[config.mk]
export PLATFORM = sky130hd
export DESIGN_NAME = bus_slave_if
export DESIGN_NICKNAME = d
export VERILOG_FILES = /design/src/rtl/bus_slave_if_pkg.sv /design/src/rtl/bus_slave_if.sv
export SDC_FILE = /design/constraint.sdc
export NUM_CORES = 1
export LEC_CHECK = 0
export CAP_MARGIN = 20
export CORE_AREA = 2 2 104 116
export DETAILED_ROUTE_END_ITERATION = 8
export DIE_AREA = 0 0 106 118
export PLACE_DENSITY = 0.74
export SLEW_MARGIN = 15
export SYNTH_ARGS = -nofsm -noshare
export SYNTH_HDL_FRONTEND = slang
export SYNTH_SLANG_ARGS = --single-unit
[constraint.sdc]
create_clock -name clk -period 1.6 [get_ports clk]
set_clock_uncertainty 0.2 [all_clocks]
set_input_delay 0.48 -clock clk [delete_from_list [all_inputs] [get_ports clk]]
set_output_delay 0.48 -clock clk [all_outputs]
set_load 0.1 [all_outputs]
[src/rtl/bus_slave_if_pkg.sv]
// -----------------------------------------------------------------------------
// bus_slave_if_pkg
// Shared definitions for the bus slave responder. It provides the bus word
// widths, the READ/WRITE encodings, the active-low enable encodings and the
// responder state encoding.
// -----------------------------------------------------------------------------
package bus_slave_if_pkg;

  localparam int WORD_DATA_W = 32;
  localparam int WORD_ADDR_W = 30;

  localparam logic READ  = 1'b1;
  localparam logic WRITE = 1'b0;

  // Active-low strobes such as rdy_ are asserted with ENABLE_.
  localparam logic ENABLE_  = 1'b0;
  localparam logic DISABLE_ = 1'b1;

  localparam int BUS_SLAVE_STATE_W = 2;

  typedef enum logic [BUS_SLAVE_STATE_W-1:0] {
    BUS_SLAVE_STATE_IDLE  = 2'd0,
    BUS_SLAVE_STATE_REQ   = 2'd1,
    BUS_SLAVE_STATE_WAIT  = 2'd2,
    BUS_SLAVE_STATE_READY = 2'd3
  } bus_slave_state_e;

endpackage

[src/rtl/bus_slave_if.sv]
// -----------------------------------------------------------------------------
// bus_slave_if
// This is the slave-side responder for the on-chip bus. When cs_ and as_ are
// both low, it latches the request and drives it onto a local device port.
// After the device acks, it waits an optional number of wait states and then
// returns a one-cycle active-low rdy_ together with the read data. If the
// device never answers, the cycle is completed with an error.
//
// Ports
//   clk, reset     system clock and synchronous active-high reset
//   cs_, as_       slave select and address strobe (active low)
//   rw, addr       access direction (READ/WRITE) and word address
//   wr_data        write data from the master
//   rd_data        read data; nonzero only while rdy_ is low
//   rdy_           one-cycle active-low completion strobe
//   dev_req        level request to the device; it holds until ack or timeout
//   dev_rw/addr/wr_data   latched request fields for the device
//   dev_rd_data    device read data, sampled in the ack cycle
//   dev_ack        device done; it is only looked at while a request is pending
//   timeout_err    one-cycle pulse that accompanies an error completion
// -----------------------------------------------------------------------------
module bus_slave_if
  import bus_slave_if_pkg::*;
#(
  parameter int DEV_ADDR_W  = 8,
  parameter int WAIT_CYCLES = 0,
  parameter int TIMEOUT     = 16
) (
  input  logic                   clk,
  input  logic                   reset,
  input  logic                   cs_,
  input  logic                   as_,
  input  logic                   rw,
  input  logic [WORD_ADDR_W-1:0] addr,
  input  logic [WORD_DATA_W-1:0] wr_data,
  output logic [WORD_DATA_W-1:0] rd_data,
  output logic                   rdy_,
  output logic                   dev_req,
  output logic                   dev_rw,
  output logic [DEV_ADDR_W-1:0]  dev_addr,
  output logic [WORD_DATA_W-1:0] dev_wr_data,
  input  logic [WORD_DATA_W-1:0] dev_rd_data,
  input  logic                   dev_ack,
  output logic                   timeout_err
);

  localparam int TMO_W = (TIMEOUT > 1) ? $clog2(TIMEOUT) : 1;
  localparam logic [TMO_W-1:0] TMO_LAST  = TMO_W'(TIMEOUT - 1);
  localparam logic [3:0]       WAIT_INIT = (WAIT_CYCLES > 0) ? 4'(WAIT_CYCLES - 1) : 4'd0;

  bus_slave_state_e state, state_nx;

  logic [WORD_DATA_W-1:0] rd_buf;
  logic [TMO_W-1:0]       tmo_cnt;
  logic [3:0]             wait_cnt;
  logic                   err_flag;

  logic accept;
  logic ack_done;
  logic tmo_done;

  // The decoder handles the address bits above the device window.
  generate
    if (DEV_ADDR_W < WORD_ADDR_W) begin : g_addr_hi
      logic unused_addr_hi;
      assign unused_addr_hi = ^addr[WORD_ADDR_W-1:DEV_ADDR_W];
    end
  endgenerate

  always_ff @(posedge clk) begin
    if (reset) state <= BUS_SLAVE_STATE_IDLE;
    else       state <= state_nx;
  end

  always_comb begin
    state_nx = state;
    accept   = 1'b0;
    ack_done = 1'b0;
    tmo_done = 1'b0;
    case (state)
      BUS_SLAVE_STATE_IDLE: begin
        // A strobe that is still low in the rdy_ cycle belongs to the access
        // that just finished. It is not the start of a new access.
        if (!cs_ && !as_ && (rdy_ == DISABLE_)) begin
          accept   = 1'b1;
          state_nx = BUS_SLAVE_STATE_REQ;
        end
      end
      BUS_SLAVE_STATE_REQ: begin
        // If the ack arrives in the final timeout cycle, the ack wins.
        if (dev_ack) begin
          ack_done = 1'b1;
          state_nx = (WAIT_CYCLES == 0) ? BUS_SLAVE_STATE_READY : BUS_SLAVE_STATE_WAIT;
        end else if (tmo_cnt == TMO_LAST) begin
          tmo_done = 1'b1;
          state_nx = BUS_SLAVE_STATE_READY;
        end
      end
      BUS_SLAVE_STATE_WAIT: begin
        if (wait_cnt == 4'd0) state_nx = BUS_SLAVE_STATE_READY;
      end
      BUS_SLAVE_STATE_READY: state_nx = BUS_SLAVE_STATE_IDLE;
      default:               state_nx = BUS_SLAVE_STATE_IDLE;
    endcase
  end

  always_ff @(posedge clk) begin
    if (reset) begin
      rdy_        <= DISABLE_;
      rd_data     <= '0;
      timeout_err <= 1'b0;
      dev_req     <= 1'b0;
      dev_rw      <= READ;
      dev_addr    <= '0;
      dev_wr_data <= '0;
      rd_buf      <= '0;
      tmo_cnt     <= '0;
      wait_cnt    <= '0;
      err_flag    <= 1'b0;
    end else begin
      // By default the completion strobes are deasserted and rd_data is zero.
      rdy_        <= DISABLE_;
      rd_data     <= '0;
      timeout_err <= 1'b0;

      if (accept) begin
        dev_req     <= 1'b1;
        dev_rw      <= rw;
        dev_addr    <= addr[DEV_ADDR_W-1:0];
        dev_wr_data <= wr_data;
        tmo_cnt     <= '0;
      end

      if ((state == BUS_SLAVE_STATE_REQ) && !dev_ack && !tmo_done)
        tmo_cnt <= tmo_cnt + TMO_W'(1);

      if (ack_done) begin
        dev_req  <= 1'b0;
        rd_buf   <= (dev_rw == READ) ? dev_rd_data : '0;
        wait_cnt <= WAIT_INIT;
      end

      if (tmo_done) begin
        dev_req  <= 1'b0;
        rd_buf   <= '0;
        err_flag <= 1'b1;
      end

      if ((state == BUS_SLAVE_STATE_WAIT) && (wait_cnt != 4'd0))
        wait_cnt <= wait_cnt - 4'd1;

      if (state == BUS_SLAVE_STATE_READY) begin
        rdy_        <= ENABLE_;
        rd_data     <= rd_buf;
        timeout_err <= err_flag;
        err_flag    <= 1'b0;
        dev_rw      <= READ;
        dev_addr    <= '0;
        dev_wr_data <= '0;
      end
    end
  end

endmodule

**Word-level counts from Yosys, hierarchy flattened**

Index checks and enable logic that the tools add are counted.

- Register bits after elaboration: 119
- Output and inout bits: 76

- Add/sub/neg operators: 2
- Equality and inequality tests: 7
- Muxes and demuxes: 18
- Bitwise gates (word level): 1
- Reduce and logical (&&, ||, !) cells: 19

Operator list:

| cell | number |
|---|---|
| $mux 32 | 1 |
| $mux 4 | 4 |
| $mux 1 | 8 |
| $mux 2 | 4 |
| $pmux 2 s4 | 1 |
| $reduce_or 2->1 | 3 |
| $logic_and 1x1->1 | 5 |
| $add 4x1->4 const B | 1 |
| $eq 2x2->1 const B | 2 |
| $eq 4x4->1 const B | 1 |
| $logic_not 1->1 | 4 |
| $logic_not 4->1 | 1 |
| $ne 2x2->1 const B | 2 |
| $reduce_bool 2->1 | 2 |
| $reduce_bool 4->1 | 1 |
| $sub 4x1->4 const B | 1 |
| $ne 3x3->1 const B | 1 |
| $reduce_and 3->1 | 1 |
| $reduce_or 3->1 | 1 |
| $eq 2x1->1 const B | 1 |
| $logic_not 2->1 | 1 |
| $not 1->1 | 1 |

**Longest topological paths before layout**

- Depth in word-level cells: 7
- Mapped depth: 8
- Mapped depth without buffers: 6

**Least setup slack after synthesis**

No wires, ideal clock.

- Path type: reg2reg
- Start: reg rdy_
- End: reg dev_addr[0]
- Data arrival time: 1.768 ns
- Setup slack: -0.439 ns
- Cell stages (with the launch flop): 6
- Path buffers: 2
- Clock period less this slack: 2.039 ns
- Cell sequence: dfxtp_1 and4bb_2 buf_2 buf_2 nand2_1 a21oi_1

- Longest elaborated chain between the ends: 3

RTL lines:

| element | RTL line | RTL |
|---|---|---|
| start, declared | bus_slave_if.sv:37 | `output logic rdy_,` |
| start signal, assigned | bus_slave_if.sv:109 | `rdy_ <= DISABLE_;` |
| start signal, assigned | bus_slave_if.sv:122 | `rdy_ <= DISABLE_;` |
| start signal, assigned | bus_slave_if.sv:153 | `rdy_ <= ENABLE_;` |
| $logic_and 1x1->1 | bus_slave_if.sv:84 | `if (!cs_ && !as_ && (rdy_ == DISABLE_)) begin` |
| $mux 1 | bus_slave_if.sv:84 |  |
| $mux 1 | bus_slave_if.sv:80 | `case (state)` |
| end signal, assigned | bus_slave_if.sv:129 | `dev_addr <= addr[DEV_ADDR_W-1:0];` |
| end, declared | bus_slave_if.sv:40 | `output logic [DEV_ADDR_W-1:0] dev_addr,` |

Every way passes these cells.
A chain may end at the register's enable or synchronous reset.

**Worst setup path in the final report**

- Start: reg state[0]
- End: reg dev_addr[1]

- Longest elaborated chain between the ends: 2

RTL lines:

| element | RTL line | RTL |
|---|---|---|
| start, declared | bus_slave_if.sv:51 | `bus_slave_state_e state, state_nx;` |
| start signal, assigned | bus_slave_if.sv:72 | `else state <= state_nx;` |
| $eq 2x2->1 / $logic_not 2->1 (equally long branches) | bus_slave_if.sv:152, bus_slave_if.sv:80 |  |
| $reduce_or 2->1 (no line) / $mux 1 (equally long branches) | -- |  |

Parallel ways exist; a longest one is shown, timed or not.

==> run_results.csv <==
group,metric,value,unit
synth,synth_top_family_by_area,"simple AND/OR/NAND/NOR gates",
detailed_routing,dr.pass1.iters,6,
sta,post-route-period-util,103,%
cells_and_area,drive_gt1_share,52.2,%
run_status,status,"finished with violations",
synth,synth-async-reset-ratio,0,%
sta,slew_headroom,82.6,%
critical_path,startpoint,"state[0]",
sta,finalMaxSlewViolations,0,
critical_path,crit_type,"flip-flop to flip-flop",
sta,tightest_slew,261,ps
synth,ys_ff_latch,119,
critical_path,critPathMaxFanout,6,
cells_and_area,n_fill_cell,737,
detailed_routing,antenna_left,0,
detailed_routing,remaining_drc_errors,0,
sta,fmax,609,MHz
synth,synthTopCellsByArea,"dfxtp_1, nand2_1, a21oi_2",
clock_network,clock-sinks,119,
clock_network,numCtsBuffers,17,
clock_network,postCtsHoldBufs,0,
synth,seq_area_frac_synth,56.0,%
sta,hold_viol_final,0,
synth,synth_edf_count,0,
synth,syn-cell-area,4250,µm²
cells_and_area,regArea,2490,µm²
placed_design,gp_congestion,0.780,
critical_path,crit_path_top_delay_cell,"dfxtp_4",
clock_network,cts_root_buf,"clkbuf_16",
critical_path,r2r_cells,7,
sta,fin_tns_setup,-908,ps
cells_and_area,area_growth,95.0,%
detailed_routing,via_per_inst,4.96,
die,core,11300,µm²
synth,syn_inst,470,
die,ios,176,
die,die_area,12500,µm²
clock_network,clkTransAtPathRegs,60,ps
power_and_ir_drop,leakage,3.18,nW
grt,grt_usage,19.9,%
synth,yosys_warnings,0,
critical_path,worstPathRequired,1740,ps
clock_network,cts_tree,"yes",
synth,synth_fa_ha_area_share,1.77,%
critical_path,path_cells,"inv_4, ha_4, and4bb_4, buf_6, clkbuf_16, nand2_4, a21oi_2",
detailed_routing,vias,4070,
critical_path,critPathArrivalTime,1780,ps
synth,synth_xor_area_share,0.206,%
critical_path,start_kind,"flip-flop",
die,fp.dieW,106,µm
job,cap_violations,0,
worst_hold_path,hold_path_depth,2,
clock_network,cts_max_path_buffers,2,
sta,period_minus_slack,1640,ps
grt,grt_pass1_wl,19800,µm
run_status,violations,"negative setup slack",
sta,fin_ws,-41.5,ps
synth,ys_types,36,
cells_and_area,fin_area,8290,µm²
synth,synth_top_area_share,56.0,%
synth,yosysMostFrequentCell,"dfxtp_1",
power_and_ir_drop,p_per_area,1410,nW/µm²
sta,rsz0062_at_grt,"yes",
clock_network,htree_levels,4,
grt,grt_pass1_vias,4109,
cells_and_area,layout.nets,764,
placed_design,hpwl,8330,µm
detailed_routing,wl_per_cell,16.6,µm
synth,synth-simple-area-share,23.9,%
cells_and_area,diodes,0,
synth,yosys-top-cells-count,"dfxtp_1, nand2_1, a21oi_1, nand3_1, and2_1",
synth,avgSynthCellArea,9.05,µm²
die,start_util,37.5,%
synth,ys.flop_type,"dfxtp_1",
clock_network,clk_latency,400,ps
die,num_rows,41,
synth,syn-num-nets,576,
placed_design,place_area,6920,µm²
grt,grt.overflow.total,0,
synth,yosys.area.top_type,"dfxtp_1",
placed_design,io_buffers,153,
detailed_routing,drt-initial-drc-count,132,
critical_path,reg2reg_slack,-40,ps
critical_path,slowest_delay,370,ps
critical_path,reg2reg_from,"state[0]",
synth,synth-compound-area-share,13.1,%
cells_and_area,multi_input_area,2060,µm²
grt,grt_max_degree,35,
die,die_h,118,µm
worst_hold_path,min_path_type,"flip-flop to flip-flop",
critical_path,cp-end-kind,"flip-flop",
power_and_ir_drop,irDropWorstVdd,782,µV
grt,antenna_found_initial,0,
sta,setup_viol,65,
worst_hold_path,hp-start,"rd_buf[0]",
detailed_routing,wl,13600,µm
synth,synth_mux_area_share,0.706,%
==> timing repair <==
item | in CTS | in global routing
pin swaps | 4 | 41
resized for setup | 52 | 95
hold endpoints to repair | 0 | 0
setup buffers | 10 | 6
gates cloned | 1 | 8
endpoints found under the setup margin | 157 | 147
==> sequential cells by signal, summed over array words and instances, names as in the netlist <==
register,count
dev_addr,8
dev_req,1
dev_rw,1
dev_wr_data,32
err_flag,1
rd_buf,32
rd_data,32
rdy_,1
state,2
timeout_err,1
tmo_cnt,4
wait_cnt,4
==> cell type report <==
| class | count | share of cell area, % |
|---|---|---|
| timing repair buffer | 202 | 35.1 |
| multi-input combinational | 313 | 24.8 |
| clock inverter | 15 | 2.32 |
| inverter | 5 | 0.287 |
| clock buffer | 17 | 5.13 |
| tap | 150 | 2.26 |
| sequential | 119 | 30.0 |
==> worst paths after layout <==
kind                       to
setup / recovery  dev_addr[1]
hold / removal      rd_buf[0]
setup reg to reg  dev_addr[1]
hold reg to reg     rd_buf[0]
==> logic make-up (layout without fill, tap and decap cells) <==
logic type	Yosys count	count (layout)
and+or+nand+nor	217	217
DFF	119	119
buffers and inverters	38	239
xor gates and xnor gates	1	1
AOI/OAI and AO/OA	86	86
adders and majority gates	6	6
muxes	3	3
==> power by group <==
group | internal (mW) | leakage (nW) | switching, mW
Clock | 2.48 | 0.295 | 1.47
Sequential | 3.32 | 1.00 | 0.265
Combinational | 1.74 | 1.89 | 2.44
==> metrics by stage <==
stage	utilization [%]	instances	setup WS (ps)	hold slack (ps)	total power [mW]
6_report	73.1	821	-41.5	252	11.7
5_1_grt	73.1	821	-116	260	12.2
4_1_cts	68.2	807	-45.5	251	11.1
3_5_place_dp	61.0	764	-481	240	7.09
3_3_place_gp	61.0	764	-451	234	7.00
2_1_floorplan	-	470	8.43	226	5.66
==> critical path: cells and delay by family, from the launching register on <==
kind	cells	cell delay (ps)
flops	1	370
simple gates	2	370
buf+inv	3	380
compound gates	1	130
fa+ha+maj	1	130
==> metal layers <==
layer	track usage, %	part of all wire (%)	routed length, µm	up-vias
li1	-	-	-	1926
met3	8.25	7.7	1050	25
met4	6.25	2.1	289	0
met2	35.4	54	7320	186
met5	0	0	0	-
met1	21.3	36	4960	1933
==> cells in the final DEF, fill, tap and decap left out, types with 14 or more instances in the layout <==
cell | netlist | final
buf_12 | 0 | 84
clkbuf_16 | 0 | 22
buf_4 | 1 | 27
nand2_4 | 0 | 16
nand3_1 | 39 | 37
a21oi_1 | 49 | 14
clkdlybuf4s50_1 | 0 | 74
nand2_1 | 118 | 94
dfxtp_2 | 0 | 78
dfxtp_1 | 119 | 38
a21oi_2 | 29 | 63
and2_1 | 34 | 34
Power figures use the tool's default switching activity.
